## src/rtl/out_port_uart_tx_pkg.sv

```systemverilog
// out_port_uart_tx_pkg: transmit FSM encodings and UART framing constants
package out_port_uart_tx_pkg;
   typedef enum logic [1:0] {IDLE, START, DATA, STOP} tx_state_t;
   localparam int DATA_BITS = 8;
   localparam int FRAME_BITS = 10;
endpackage

```

## src/rtl/out_port_uart_tx_if.sv

```systemverilog
// out_port_uart_tx_if: cpu output port in, serial line and status out
interface out_port_uart_tx_if;
   logic [7:0] cpu_out;
   logic tx;
   logic busy;
   logic overflow;
   modport master(output cpu_out, input tx, busy, overflow);
   modport slave(input cpu_out, output tx, busy, overflow);
endinterface

```

## src/rtl/out_port_uart_tx_byte_fifo.sv

```systemverilog
// byte_fifo: small power-of-two FIFO with fall-through read data
module byte_fifo #(
   parameter int WIDTH = 8,
   parameter int DEPTH = 4
) (
   input  logic             clk,
   input  logic             rst,
   input  logic             push,
   input  logic [WIDTH-1:0] din,
   input  logic             pop,
   output logic [WIDTH-1:0] dout,
   output logic             empty,
   output logic             full
);
   localparam int AW = $clog2(DEPTH);
   logic [WIDTH-1:0] mem [DEPTH];
   logic [AW-1:0] rd, wr;
   logic [AW:0] cnt;
   logic wr_en, rd_en;
   assign rd_en = pop && !empty;
   assign wr_en = push && (!full || rd_en);
   assign dout = mem[rd];
   assign empty = cnt == '0;
   assign full = cnt == (AW+1)'(DEPTH);
   // storage array, written without reset
   always_ff @(posedge clk)
      if (wr_en) mem[wr] <= din;
   // pointers and occupancy; a push and pop together leave the count unchanged
   always_ff @(posedge clk)
      if (rst) begin
         rd <= '0;
         wr <= '0;
         cnt <= '0;
      end else begin
         if (wr_en) wr <= wr + 1'b1;
         if (rd_en) rd <= rd + 1'b1;
         cnt <= cnt + {{AW{1'b0}}, wr_en} - {{AW{1'b0}}, rd_en};
      end
endmodule

```

## src/rtl/out_port_uart_tx.sv

```systemverilog
// out_port_uart_tx: sends each changed cpu_out byte as an 8N1 UART frame
module out_port_uart_tx
   import out_port_uart_tx_pkg::*;
#(
   parameter int CLKS_PER_BIT = 16,
   parameter int FIFO_DEPTH = 4
) (
   input logic clk,
   input logic rst,
   out_port_uart_tx_if.slave p
);
   localparam int CW = (CLKS_PER_BIT > 1) ? $clog2(CLKS_PER_BIT) : 1;
   localparam int IW = $clog2(DATA_BITS);
   tx_state_t state, state_d;
   logic [CW-1:0] cnt, cnt_d;
   logic [IW-1:0] idx, idx_d;
   logic [7:0] sh, sh_d, last, dout;
   logic tx_q, tx_d, ovf, pop, push, chg, empty, full, done;
   assign chg = p.cpu_out != last;
   assign push = chg && (!full || pop);
   assign done = cnt == CW'(CLKS_PER_BIT - 1);
   assign p.tx = tx_q;
   assign p.busy = state != IDLE || !empty;
   assign p.overflow = ovf;
   byte_fifo #(.WIDTH(8), .DEPTH(FIFO_DEPTH)) u_fifo (
      .clk(clk), .rst(rst), .push(push), .din(p.cpu_out),
      .pop(pop), .dout(dout), .empty(empty), .full(full)
   );
   // change detector: track last sampled value, flag bytes lost to a full FIFO
   always_ff @(posedge clk)
      if (rst) begin
         last <= '0;
         ovf <= 1'b0;
      end else begin
         last <= p.cpu_out;
         ovf <= ovf | (chg & full & !pop);
      end
   // transmit state register; tx follows the current state one cycle later
   always_ff @(posedge clk)
      if (rst) begin
         state <= IDLE;
         cnt <= '0;
         idx <= '0;
         sh <= '0;
         tx_q <= 1'b1;
      end else begin
         state <= state_d;
         cnt <= cnt_d;
         idx <= idx_d;
         sh <= sh_d;
         tx_q <= tx_d;
      end
   // next-state, bit timing and line level for the current state
   always_comb begin
      state_d = state;
      cnt_d = cnt;
      idx_d = idx;
      sh_d = sh;
      pop = 1'b0;
      tx_d = 1'b1;
      case (state)
         IDLE:
            if (!empty) begin
               pop = 1'b1;
               sh_d = dout;
               cnt_d = '0;
               state_d = START;
            end
         START: begin
            tx_d = 1'b0;
            cnt_d = done ? '0 : cnt + 1'b1;
            idx_d = done ? '0 : idx;
            state_d = done ? DATA : START;
         end
         DATA: begin
            tx_d = sh[0];
            cnt_d = done ? '0 : cnt + 1'b1;
            sh_d = done ? sh >> 1 : sh;
            idx_d = (done && idx != IW'(DATA_BITS - 1)) ? idx + 1'b1 : idx;
            state_d = (done && idx == IW'(DATA_BITS - 1)) ? STOP : DATA;
         end
         default: begin
            cnt_d = done ? '0 : cnt + 1'b1;
            state_d = done ? IDLE : STOP;
         end
      endcase
   end
endmodule

```

## src/flat_wrapper.sv

```systemverilog
// flat-port wrapper written by rule: the top's interface ports become plain ports
module out_port_uart_tx_flat import out_port_uart_tx_pkg::*;
#(
   parameter int CLKS_PER_BIT = 16,
   parameter int FIFO_DEPTH = 4
)
  (clk, rst, p_cpu_out, p_tx, p_busy, p_overflow);
  out_port_uart_tx_if p_i ();
  input logic clk;
  input logic rst;
  input wire logic [$bits(p_i.cpu_out)-1:0] p_cpu_out;
  output wire logic [$bits(p_i.tx)-1:0] p_tx;
  output wire logic [$bits(p_i.busy)-1:0] p_busy;
  output wire logic [$bits(p_i.overflow)-1:0] p_overflow;
  assign p_i.cpu_out = p_cpu_out;
  assign p_tx = p_i.tx;
  assign p_busy = p_i.busy;
  assign p_overflow = p_i.overflow;
  out_port_uart_tx #(.CLKS_PER_BIT(CLKS_PER_BIT), .FIFO_DEPTH(FIFO_DEPTH)) u_core (.clk(clk), .rst(rst), .p(p_i));
endmodule
```

## config.mk

```make
export PLATFORM = sky130hd
export DESIGN_NAME = out_port_uart_tx_flat
export DESIGN_NICKNAME = d
export VERILOG_FILES = /design/src/rtl/out_port_uart_tx_pkg.sv /design/src/rtl/out_port_uart_tx_if.sv /design/src/rtl/out_port_uart_tx_byte_fifo.sv /design/src/rtl/out_port_uart_tx.sv /design/src/flat_wrapper.sv
export SDC_FILE = /design/constraint.sdc
export NUM_CORES = 1
export LEC_CHECK = 0
export CAP_MARGIN = 20
export CORE_MARGIN = 4
export CORE_UTILIZATION = 30
export DETAILED_ROUTE_END_ITERATION = 12
export SYNTH_ARGS = -nofsm -noshare
export SYNTH_HDL_FRONTEND = slang
export SYNTH_HIERARCHICAL = 1
export SYNTH_SLANG_ARGS = --single-unit
```

## constraint.sdc

```tcl
create_clock -name clk -period 5.3 [get_ports clk]
set_input_delay 0.795 -clock clk [delete_from_list [all_inputs] [get_ports clk]]
set_output_delay 0.795 -clock clk [all_outputs]
set_load 0.03 [all_outputs]
```

==> summary.txt <==
Status
  – Status: finished clean

Clock network
  – CTS resizes: 0
  – Post-CTS Hold Buffers: 0
  – Clk pin slew, worst setup/hold paths: 70 ps
  – Worst-Skew Late Latency: 340 ps
  – TritonCTS buffer count: 9
  – Post-CTS Setup Inserts: 0
  – CTS root buf: clkbuf_8
  – CTS H-tree depth: 3
  – Clock Sinks: 68
  – CTS tree: yes
  – Clock tree buffer depth: 2

Worst setup path
  – Crit path depth: 3
  – Slowest stage cell, crit path: clkdlybuf4s50_1
  – Worst R2R Path Depth: 8
  – Top delay family on crit path: simple AND/OR/NAND/NOR gates
  – Crit start category: register
  – Worst Setup Path Type: reg2out
  – Flop-to-flop setup slack: 2440 ps
  – R2R Path End: u_core/u_fifo/cnt[1]
  – Worst-path cell chain: nor3_1 > or3b_1 > clkdlybuf4s50_1
  – Required time of the critical path: 4510 ps
  – WP data arrival: 2370 ps
  – Bufs and invs on worst path: 1
  – RR Startpoint: u_core/u_fifo/cnt[1]
  – Crit-path max cell delay: 610 ps
  – Worst setup EP type: output pin
  – CP Max Fanout: 6

STA
  – Max Clk Rate: 316.2 MHz
  – Tcrit/Tclk final: 59.67%
  – Slew Viols, Final: 0
  – Slew HR: 43.55%
  – Layout Skew: 8.847 ps
  – Setup-failing EPs final: 0
  – Hold Slack: 496.2 ps
  – TNS Setup: 0 ps
  – RSZ-0062 raised after global routing: false
  – Final hold vios: 0
  – Pin slew with the least headroom to its limit: 845.6 ps
  – Post-layout min period: 3162 ps

Global routing
  – Largest net degree at the start of global routing: 39
  – Residual overflow from global routing: 0
  – Number of global-route vias before repair: 1625
  – Initial antenna violation count: 0
  – First-pass GRT wire length: 8.404 mm
  – Total track usage: 9.738%

Drt
  – Detailed Routing Iterations Pass 1: 4
  – DR vias: 1630
  – DR WL met2: 2.281 mm
  – Final ANT Viol Nets: 0
  – Final wirelength: 5.028 mm
  – Highest metal used: met4
  – Vias per Instance: 4.441
  – 1st-iter DRT viols: 91
  – Met1 wire length: 2.478 mm
  – Routed met3 length: 157 µm
  – Routed wire length per instance: 13.70 µm
  – Residual DRC: 0

Floorplanning
  – Die W: 106.3 µm
  – Initial core utilization: 31.07%
  – # rows: 35
  – Die Height: 106.3 µm
  – Die ar.: 11300 µm²
  – CORE AREA: 9328 µm²
  – Io pins: 13

Cells and area
  – # nets final: 252
  – Area Overhead vs Synth: 14.46%
  – Ratio of cells with drive above 1 in the final layout: 15.97%
  – Antenna fix cells: 0

Power
  – P_sw: 0.5885 mW
  – Part of the power in the clock network: 23.4%
  – Worst IR Drop VDD: 0.2584 mV
  – Tot Pwr: 1.792 mW
  – Switching part of the total power: 32.84%
  – PwrDens: 540.3 nW/µm²
  – Combinational share of power: 31.2%
  – Seq pwr share: 45.4%
  – Int Pwr: 1.204 mW
  – Leak: 1.129 nW

Hold path
  – Hold Path Class: reg2reg
  – Hold path cells: 2
  – Worst Min Path Start: u_core/cnt[1]
  – Hold Path End: u_core/cnt[1]

Yosys
  – Ys flop type: dfxtp_1
  – Syn Nets: 239
  – Yosys Warn Count: 6
  – Mapped Cells: 220
  – FF+latch count, synth: 68
  – Post-synth EDFFs: 32
  – Avg Cell Area, Syn: 13.17 µm²
  – Seq/Total Area, Yosys: 58.03%
  – FFs w/ async S/R, synth: 0%
  – Synth Cell Area: 2898 µm²
  – Unique masters post-synth: 47

Placement
  – DP HPWL: 3.245 mm
  – Port bufs: 12
  – GP Congestion: 0.6489

Flow run
  – Maxcap violations: 0
[power by group through the flow]
stage / sequential (mW) / clock, mW / combinational, mW
final: 0.813 / 0.420 / 0.559
after global routing: 0.834 / 0.457 / 0.625
after CTS: 0.816 / 0.435 / 0.571
after detailed placement: 0.826 / 0 / 0.569
after global placement: 0.821 / 0 / 0.559
after floorplan: 0.789 / 0 / 0.464
[routing by layer]
layer,vias to the layer above,track usage [%]
met5,-,0
li1,828,-
met1,765,12.95
met4,0,5.550
met2,27,14.48
met3,10,2.307
[sequential cells by signal (all words and copies together), names as in the netlist, 3 cells and up, named ones only]
signal and cells:
u_core/last 8, u_core/sh 8, u_core/u_fifo/mem 32, u_core/cnt 4, u_core/u_fifo/cnt 3, u_core/idx 3
[Yosys cell counts (2+ instances only)]
cell type	count	share of area (%)
nor2_1	25	3.2
o21ai_0	4	0.69
a211oi_1	5	1.3
nor3b_1	3	0.78
dfxtp_1	36	25
mux2i_1	8	2.8
nand3_1	3	0.52
and2_2	4	1.0
nand4_1	3	0.65
a31oi_1	2	0.43
a22oi_1	3	0.78
nand2_1	3	0.39
buf_4	3	0.78
nor2b_1	12	2.6
xor2_1	3	0.91
buf_2	2	0.35
clkbuf_1	3	0.39
a311oi_1	2	0.60
a211oi_2	3	1.3
edfxtp_1	32	33
inv_1	5	0.65
ha_1	8	3.5
mux4_2	8	6.2
xnor2_1	10	3.0
a21oi_1	2	0.35
buf_1	2	0.26
nand2b_1	3	0.65
nor3_1	4	0.69
[worst register-to-register path: stages (launching register included)]
cell,delay (ps)
dfxtp_1,400
nor3_1,570
nor3_1,270
o22a_1,290
or2_2,320
a21bo_2,200
ha_1,150
fa_1,400
nor2b_1,130
[layout make-up]
| class | count | area, µm² |
|---|---|---|
| well taps | 129 | 161.4 |
| clock inverters | 4 | 47.55 |
| fillers | 895 | 6011 |
| inverters | 5 | 18.77 |
| clock buffers | 12 | 145.1 |
| multi-input cells | 136 | 1135 |
| repair buffers | 13 | 127.6 |
| flip-flops and latches | 68 | 1682 |
[stage by stage]
stage	setup WS [ps]	instances	util (%)	instance area, µm²
after floorplan	2800	220	-	2898
after global placement	2090	351	33.49	3124
after detailed placement	2057	351	33.49	3124
after CTS	2115	367	35.56	3317
after global routing	1985	367	35.56	3317
final	2138	367	35.56	3317
[worst max path at each step]
stage / slack [ps] / end / from
after floorplan: 2800 / u_core/u_fifo/cnt[1] / p_cpu_out[1]
after global placement: 2090 / u_core/u_fifo/cnt[1] / p_cpu_out[4]
after detailed placement: 2060 / u_core/u_fifo/cnt[1] / p_cpu_out[4]
after CTS: 2120 / p_busy / u_core/u_fifo/cnt[1]
after global routing: 1980 / p_busy / u_core/u_fifo/cnt[1]
final: 2140 / p_busy / u_core/u_fifo/cnt[1]
[logic make-up (layout without fill, tap and decap cells)]
kind of cell / Yosys count / count (layout) / synth area share (%)
and+or+nand+nor: 67 / 67 / 12.69
adders and majority gates: 9 / 9 / 4.145
xor gates and xnor gates: 13 / 13 / 3.929
AOI/OAI and AO/OA: 30 / 30 / 8.895
buffers and inverters: 16 / 34 / 2.807
DFF: 68 / 68 / 58.03
muxes: 17 / 17 / 9.499
[placed cells by master, fill, tap and decap left out, types with 2 or more instances in the layout]
master	synthesis	final
dfxtp_1	36	36
edfxtp_1	32	32
nor2_1	25	25
clkdlybuf4s50_1	0	12
nor2b_1	12	12
clkbuf_8	0	10
xnor2_1	10	10
mux2i_1	8	8
ha_1	8	8
mux4_2	8	8
inv_1	5	5
a211oi_1	5	5
nor3_1	4	4
o21ai_0	4	4
and2_2	4	4
nand4_1	3	3
nand2b_1	3	3
nand2_1	3	3
xor2_1	3	3
nand3_1	3	3
nor3b_1	3	3
a22oi_1	3	3
a211oi_2	3	3
clkbuf_1	3	2
inv_4	0	2
a311oi_1	2	2
a31oi_1	2	2
a21oi_1	2	2
Power figures use the tool's default switching activity.
==> edit 1 (same settings) <==
Encoding of `tx_state_t`: now Gray code (2 bits for 4 states).
--- a/src/rtl/out_port_uart_tx_pkg.sv
+++ b/src/rtl/out_port_uart_tx_pkg.sv
@@ -2,3 +2,3 @@
 package out_port_uart_tx_pkg;
-   typedef enum logic [1:0] {IDLE, START, DATA, STOP} tx_state_t;
+   typedef enum logic [1:0] {IDLE = 2'b00, START = 2'b01, DATA = 2'b11, STOP = 2'b10} tx_state_t;
    localparam int DATA_BITS = 8;
Behaviour: no difference found for any inputs over 10 cycles, from zero or initial values and one cycle with rst high; not proved beyond that.
==> edit 1 against the original RTL <==
  * Worst hold slack worse by 0.035 ns
  * Synthesized cell count is 2.3% higher
  * Utilization barely moved
  * Area after synthesis down 1.3%
  * Wire length is 2.6% lower
  * Design area fell by 0.60%
  * Sequential cell count unchanged
  * Worst setup slack worse by 0.0090 ns
  * Critical path depth unchanged
  * Sequential share of layout area is 0.31 points higher
  * Power decreased by 5.2%
  * Largest cell class unchanged
==> edit 1: results (changes against the original RTL) <==
metric,value,unit,change
clk_pin_slew_worst_paths,0.08,ns,
antenna_found_initial,0,,unchanged
portBuffers,12,,unchanged
critPathArrivalTime,2.38,ns,
ys.flop_type,dfxtp_1,,unchanged
grt_max_degree,24,,was 39
met2_usage,0.1553,,was 0.1448
cts-root-buf,clkbuf_8,,unchanged
yosysWarnings,6,,unchanged
maxClockFrequency,0.3153,GHz,was 0.3162 GHz
drtIter0Drc,54,,was 91
gp_congestion,0.6981,,was 0.6489
grtUsageMet3,0.03184,,was 0.02307
pre_cts_slack,1.864,ns,was 2.057 ns
gr-usage-met1,0.1140,,was 0.1295
p_leak,1.135,nW,was 1.129 nW
tightest_slew,0.9058,ns,was 0.8456 ns
synth_edf_count,32,,unchanged
cts_buffer_depth,2,,unchanged
reg2reg_slack,2.53,ns,was 2.44 ns
drt-pass1-iter-count,4,,unchanged
status,finished clean,,unchanged
hpwlAfterDp,3.221,mm,was 3.245 mm
ys_top_cells_by_count,"36 x dfxtp_1, 32 x edfxtp_1, 21 x nor2_1, 14 x nand2_1, 13 x nand3_1",,"was 36 x dfxtp_1, 32 x edfxtp_1, 25 x nor2_1, 12 x nor2b_1, 10 x xnor2_1"
wl_per_cell,13.20,µm,was 13.70 µm
async_reset_ff_frac,0,,unchanged
clk_latency,0.34,ns,about the same
syn-mean-instance-area,12.72,µm²,was 13.17 µm²
cp_slowest_cell,clkdlybuf4s50_1,,unchanged
diodes,0,,unchanged
htreeDepth,3,,unchanged
synthTopCellsByArea,"edfxtp_1 34%, dfxtp_1 25%, mux4_2 6.3%",,"was edfxtp_1 33%, dfxtp_1 25%, mux4_2 6.2%"
cts_resized,0,,unchanged
slew_viol_final,0,,unchanged
seq_area_frac_synth,0.5877,,was 0.5803
skew,0.004665,ns,was 0.008847 ns
synth_fp_nets,244,,was 239
hold_class,reg2reg,,unchanged
cts_setup_buffers,0,,unchanged
layout.nets,256,,was 252
cp_max_fo,6,,unchanged
slowest_delay,0.61,ns,about the same
yosysUniqueCellTypes,44,,was 47
ir_worst_vdd,0.0002458,V,was 0.0002584 V
num_vias,1654,,"was 1,630"
drive_gt1_frac,0.1818,,was 0.1597
dp_cells,355,,was 351
crit_family,simple AND/OR/NAND/NOR gates,,unchanged
fin_cells,371,,was 367
grt_pass1_wl,8.252,mm,was 8.404 mm
grtUsageTotal,0.09584,,was 0.09738
==> edit 1: cell types whose count changed after synthesis, moves of 3 or more <==
cell,before,now
nor2_2,0,3
a311oi_2,0,3
a21oi_1,2,7
nor2_1,25,21
a311oi_1,2,5
a211oi_1,5,0
a22oi_1,3,0
nand3_1,3,13
a211oi_2,3,0
mux2i_1,8,2
nand2_1,3,14
==> edit 1: worst paths after layout <==
| check | cells past startpoint | startpoint | to |
|---|---|---|---|
| setup / recovery | 3 | u_core/u_fifo/cnt[1]$_SDFF_PP0_ | p_busy |
| hold / removal | 2 | u_core/idx[1]$_SDFFE_PP0P_ | u_core/idx[1]$_SDFFE_PP0P_ |
| setup reg to reg | 11 | u_core/u_fifo/cnt[1]$_SDFF_PP0_ | u_core/u_fifo/cnt[2]$_SDFF_PP0_ |
| hold reg to reg | 2 | u_core/idx[1]$_SDFFE_PP0P_ | u_core/idx[1]$_SDFFE_PP0P_ |
==> edit 1: area by class of cell <==
class,count,area (µm²)
clock buffer,9,123.9
tap,129,161.4
multi-input combinational,138,1094
clock inverter,7,82.58
fill,930,5987
sequential,68,1682
timing repair buffer,13,127.6
inverter,7,26.28
==> edit 1: routing by layer <==
layer / vias to the layer above / share of wire / routed length (µm)
met4: 0 / 0.023 / 115
met5: - / 0 / 0
met1: 786 / 0.45 / 2209
met3: 13 / 0.037 / 181
met2: 25 / 0.49 / 2392
li1: 830 / - / -
==> edit 1: where the power goes <==
group | internal [mW] | total, mW | switching (mW)
Clock | 0.225 | 0.439 | 0.214
Sequential | 0.708 | 0.797 | 0.0889
Combinational | 0.218 | 0.462 | 0.243
==> edit 1: cell families (layout without fill, tap and decap cells) <==
group / after synthesis / in the layout / synth area share
and+or+nand+nor: 81 / 81 / 0.1491
DFF: 68 / 68 / 0.5877
adders and majority gates: 9 / 9 / 0.04198
xor gates and xnor gates: 12 / 12 / 0.03673
muxes: 11 / 11 / 0.07521
AOI/OAI and AO/OA: 25 / 25 / 0.07914
buffers and inverters: 19 / 36 / 0.03017
==> edit 1: per-stage QoR <==
step,cell area [µm²],hold WS [ns]
floorplan,2861,0.4356
global placement,3090,0.4429
detailed placement,3090,0.4551
CTS,3297,0.4655
global route,3297,0.4965
finish,3297,0.4611
==> edit 1: tightest hold or removal path: cells and delay by family (launching register included) <==
kind / cells / cell delay [ns]
DFF: 1 / 0.32
AOI/OAI and AO/OA: 1 / 0.05
and+or+nand+nor: 1 / 0.05
==> edit 2 (same settings) <==
Without the edit above. `CLKS_PER_BIT` is set to 16 in 2 places; all go to 32.
--- a/src/rtl/out_port_uart_tx.sv
+++ b/src/rtl/out_port_uart_tx.sv
@@ -4,3 +4,3 @@
 #(
-   parameter int CLKS_PER_BIT = 16,
+   parameter int CLKS_PER_BIT = 32,
    parameter int FIFO_DEPTH = 4
--- a/src/flat_wrapper.sv
+++ b/src/flat_wrapper.sv
@@ -3,3 +3,3 @@
 #(
-   parameter int CLKS_PER_BIT = 16,
+   parameter int CLKS_PER_BIT = 32,
    parameter int FIFO_DEPTH = 4
Behaviour: same outputs for any inputs over 10 cycles, from zero or initial values and one cycle with rst high; that may be too few to reach the edited logic, so the function may still have changed.
==> edit 2 against the original RTL <==
  * Clock skew up 0.0026 ns
  * Worst hold slack worse by 0.014 ns
  * Synthesized cell count up 2.7%
  * Largest power group unchanged
  * Power decreased by 6.4%
  * Non-clock buffer count stayed put
  * Area after synthesis increased by 1.6%
  * Worst setup slack gained 0.17 ns
  * Wire length fell by 4.6%
  * Combinational power fell by 15%
  * Sequential share of layout area fell by 0.14 points
  * Via count grew 3.2%
  * Sequential cell count is 1 higher
  * Design area is 1.5% higher
==> edit 2: results (changes against the original RTL) <==
metric,value,unit,change
r2r-start,u_core/u_fifo/cnt[1]$_SDFF_PP0_,,unchanged
grt_pass1_wl,8.211,mm,was 8.404 mm
yosysUniqueCellTypes,50,,was 47
hold_ws,0.4818,ns,was 0.4962 ns
slowest_delay,0.59,ns,was 0.61 ns
wl_met3,158,µm,was 157 µm
gp_congestion,0.6871,,was 0.6489
grtUsageTotal,0.09394,,was 0.09738
nFillCells,920,,was 895
wl_met2,2.302,mm,was 2.281 mm
routed_wl,4.795,mm,was 5.028 mm
hold_depth,2,,unchanged
drtIter0Drc,46,,was 91
cp_max_fo,7,,was 6
pre_cts_slack,1.934,ns,was 2.057 ns
cts_buffer_depth,2,,unchanged
p_leak,1.230,nW,was 1.129 nW
yosysWarnings,6,,unchanged
num_vias,1682,,"was 1,630"
grtUsageMet3,0.04154,,was 0.02307
pg_seq,800,µW,was 813 µW
reg2reg_slack,2.53,ns,was 2.44 ns
gr-usage-met1,0.1111,,was 0.1295
synth_fp_nets,246,,was 239
ys_top_cells_by_count,"37 x dfxtp_1, 32 x edfxtp_1, 23 x nor2_1, 12 x nor2b_1, 10 x xnor2_1",,"was 36 x dfxtp_1, 32 x edfxtp_1, 25 x nor2_1, 12 x nor2b_1, 10 x xnor2_1"
hpwlAfterDp,3.256,mm,was 3.245 mm
rr_endpoint,u_core/u_fifo/cnt[2]$_SDFF_PP0_,,was u_core/u_fifo/cnt[1]$_SDFF_PP0_
met1Wirelength,2.259,mm,was 2.478 mm
critPathArrivalTime,3.20,ns,was 2.37 ns
hp-start,u_core/cnt[4]$_SDFFE_PP0P_,,was u_core/cnt[1]$_SDFFE_PP0P_
dp_cells,358,,was 351
r2r_cells,11,,was 8
swShare,0.3084,,was 0.3284
synthTopCellsByArea,"edfxtp_1 33%, dfxtp_1 25%, mux4_2 6.1%",,"was edfxtp_1 33%, dfxtp_1 25%, mux4_2 6.2%"
seq_area_frac_synth,0.5782,,was 0.5803
met2_usage,0.1497,,was 0.1448
relSlewSlack,0.6291,,was 0.4355
top_regs,"u_core/u_fifo/mem (32), u_core/last (8), u_core/sh (8)",,unchanged
skew,0.01148,ns,was 0.008847 ns
layout.nets,260,,was 252
grt_max_degree,38,,was 39
p_total,1.678,mW,was 1.792 mW
postSynthCellCount,226,,was 220
status,finished clean,,unchanged
crit_family,buffers and inverters,,was simple AND/OR/NAND/NOR gates
drc_errors,0,,unchanged
worstHoldEndpoint,u_core/cnt[4]$_SDFFE_PP0P_,,was u_core/cnt[1]$_SDFFE_PP0P_
cts_setup_buffers,0,,unchanged
ir_worst_vdd,0.0002173,V,was 0.0002584 V
fin_cells,374,,was 367
drive_gt1_frac,0.1714,,was 0.1597
pwr-share-comb,0.283,,was 0.312
dpl_cell_area,0.003179,mm²,was 0.003124 mm²
edit 2: cell types whose count changed after synthesis, moves of 2 or more:
cell / change
a311oi_1: -2
nand2_1: +2
a21oi_1: +4
nor3_1: -3
buf_4: -2
nand2b_1: +2
nor2_1: -2
edit 2: worst max-delay path by stage:
stage | slack, ns | to | start | depth (start not counted)
after detailed placement | 1.93 | u_core/u_fifo/cnt[2]$_SDFF_PP0_ | p_cpu_out[4] | 12
after global routing | 2.16 | u_core/u_fifo/cnt[2]$_SDFF_PP0_ | p_cpu_out[2] | 12
after CTS | 2.29 | u_core/u_fifo/cnt[2]$_SDFF_PP0_ | p_cpu_out[4] | 12
after floorplan | 2.73 | u_core/u_fifo/cnt[2]$_SDFF_PP0_ | p_cpu_out[2] | 11
after global placement | 1.96 | u_core/u_fifo/cnt[2]$_SDFF_PP0_ | p_cpu_out[4] | 12
final | 2.31 | u_core/u_fifo/cnt[2]$_SDFF_PP0_ | p_cpu_out[5] | 12
edit 2: logic make-up (layout without fill, tap and decap cells):
kind of cell | count (synthesis) | after routing | share of synthesized area
AOI/OAI and AO/OA | 32 | 32 | 0.08716
DFF | 69 | 69 | 0.5782
muxes | 18 | 18 | 0.09736
adders and majority gates | 10 | 10 | 0.04507
buffers and inverters | 17 | 36 | 0.02678
xor gates and xnor gates | 13 | 13 | 0.03869
and+or+nand+nor | 67 | 67 | 0.1267
edit 2: layout make-up:
| class | instances | area, µm² | area share |
|---|---|---|---|
| Timing Repair Buffer | 13 | 127.6 | 0.03792 |
| Clock inverter | 5 | 51.30 | 0.01524 |
| Multi-Input combinational cell | 140 | 1162 | 0.3454 |
| Clock buffer | 11 | 135.1 | 0.04015 |
| Inverter | 7 | 26.28 | 0.007807 |
| Tap cell | 129 | 161.4 | 0.04796 |
| Sequential cell | 69 | 1702 | 0.5056 |
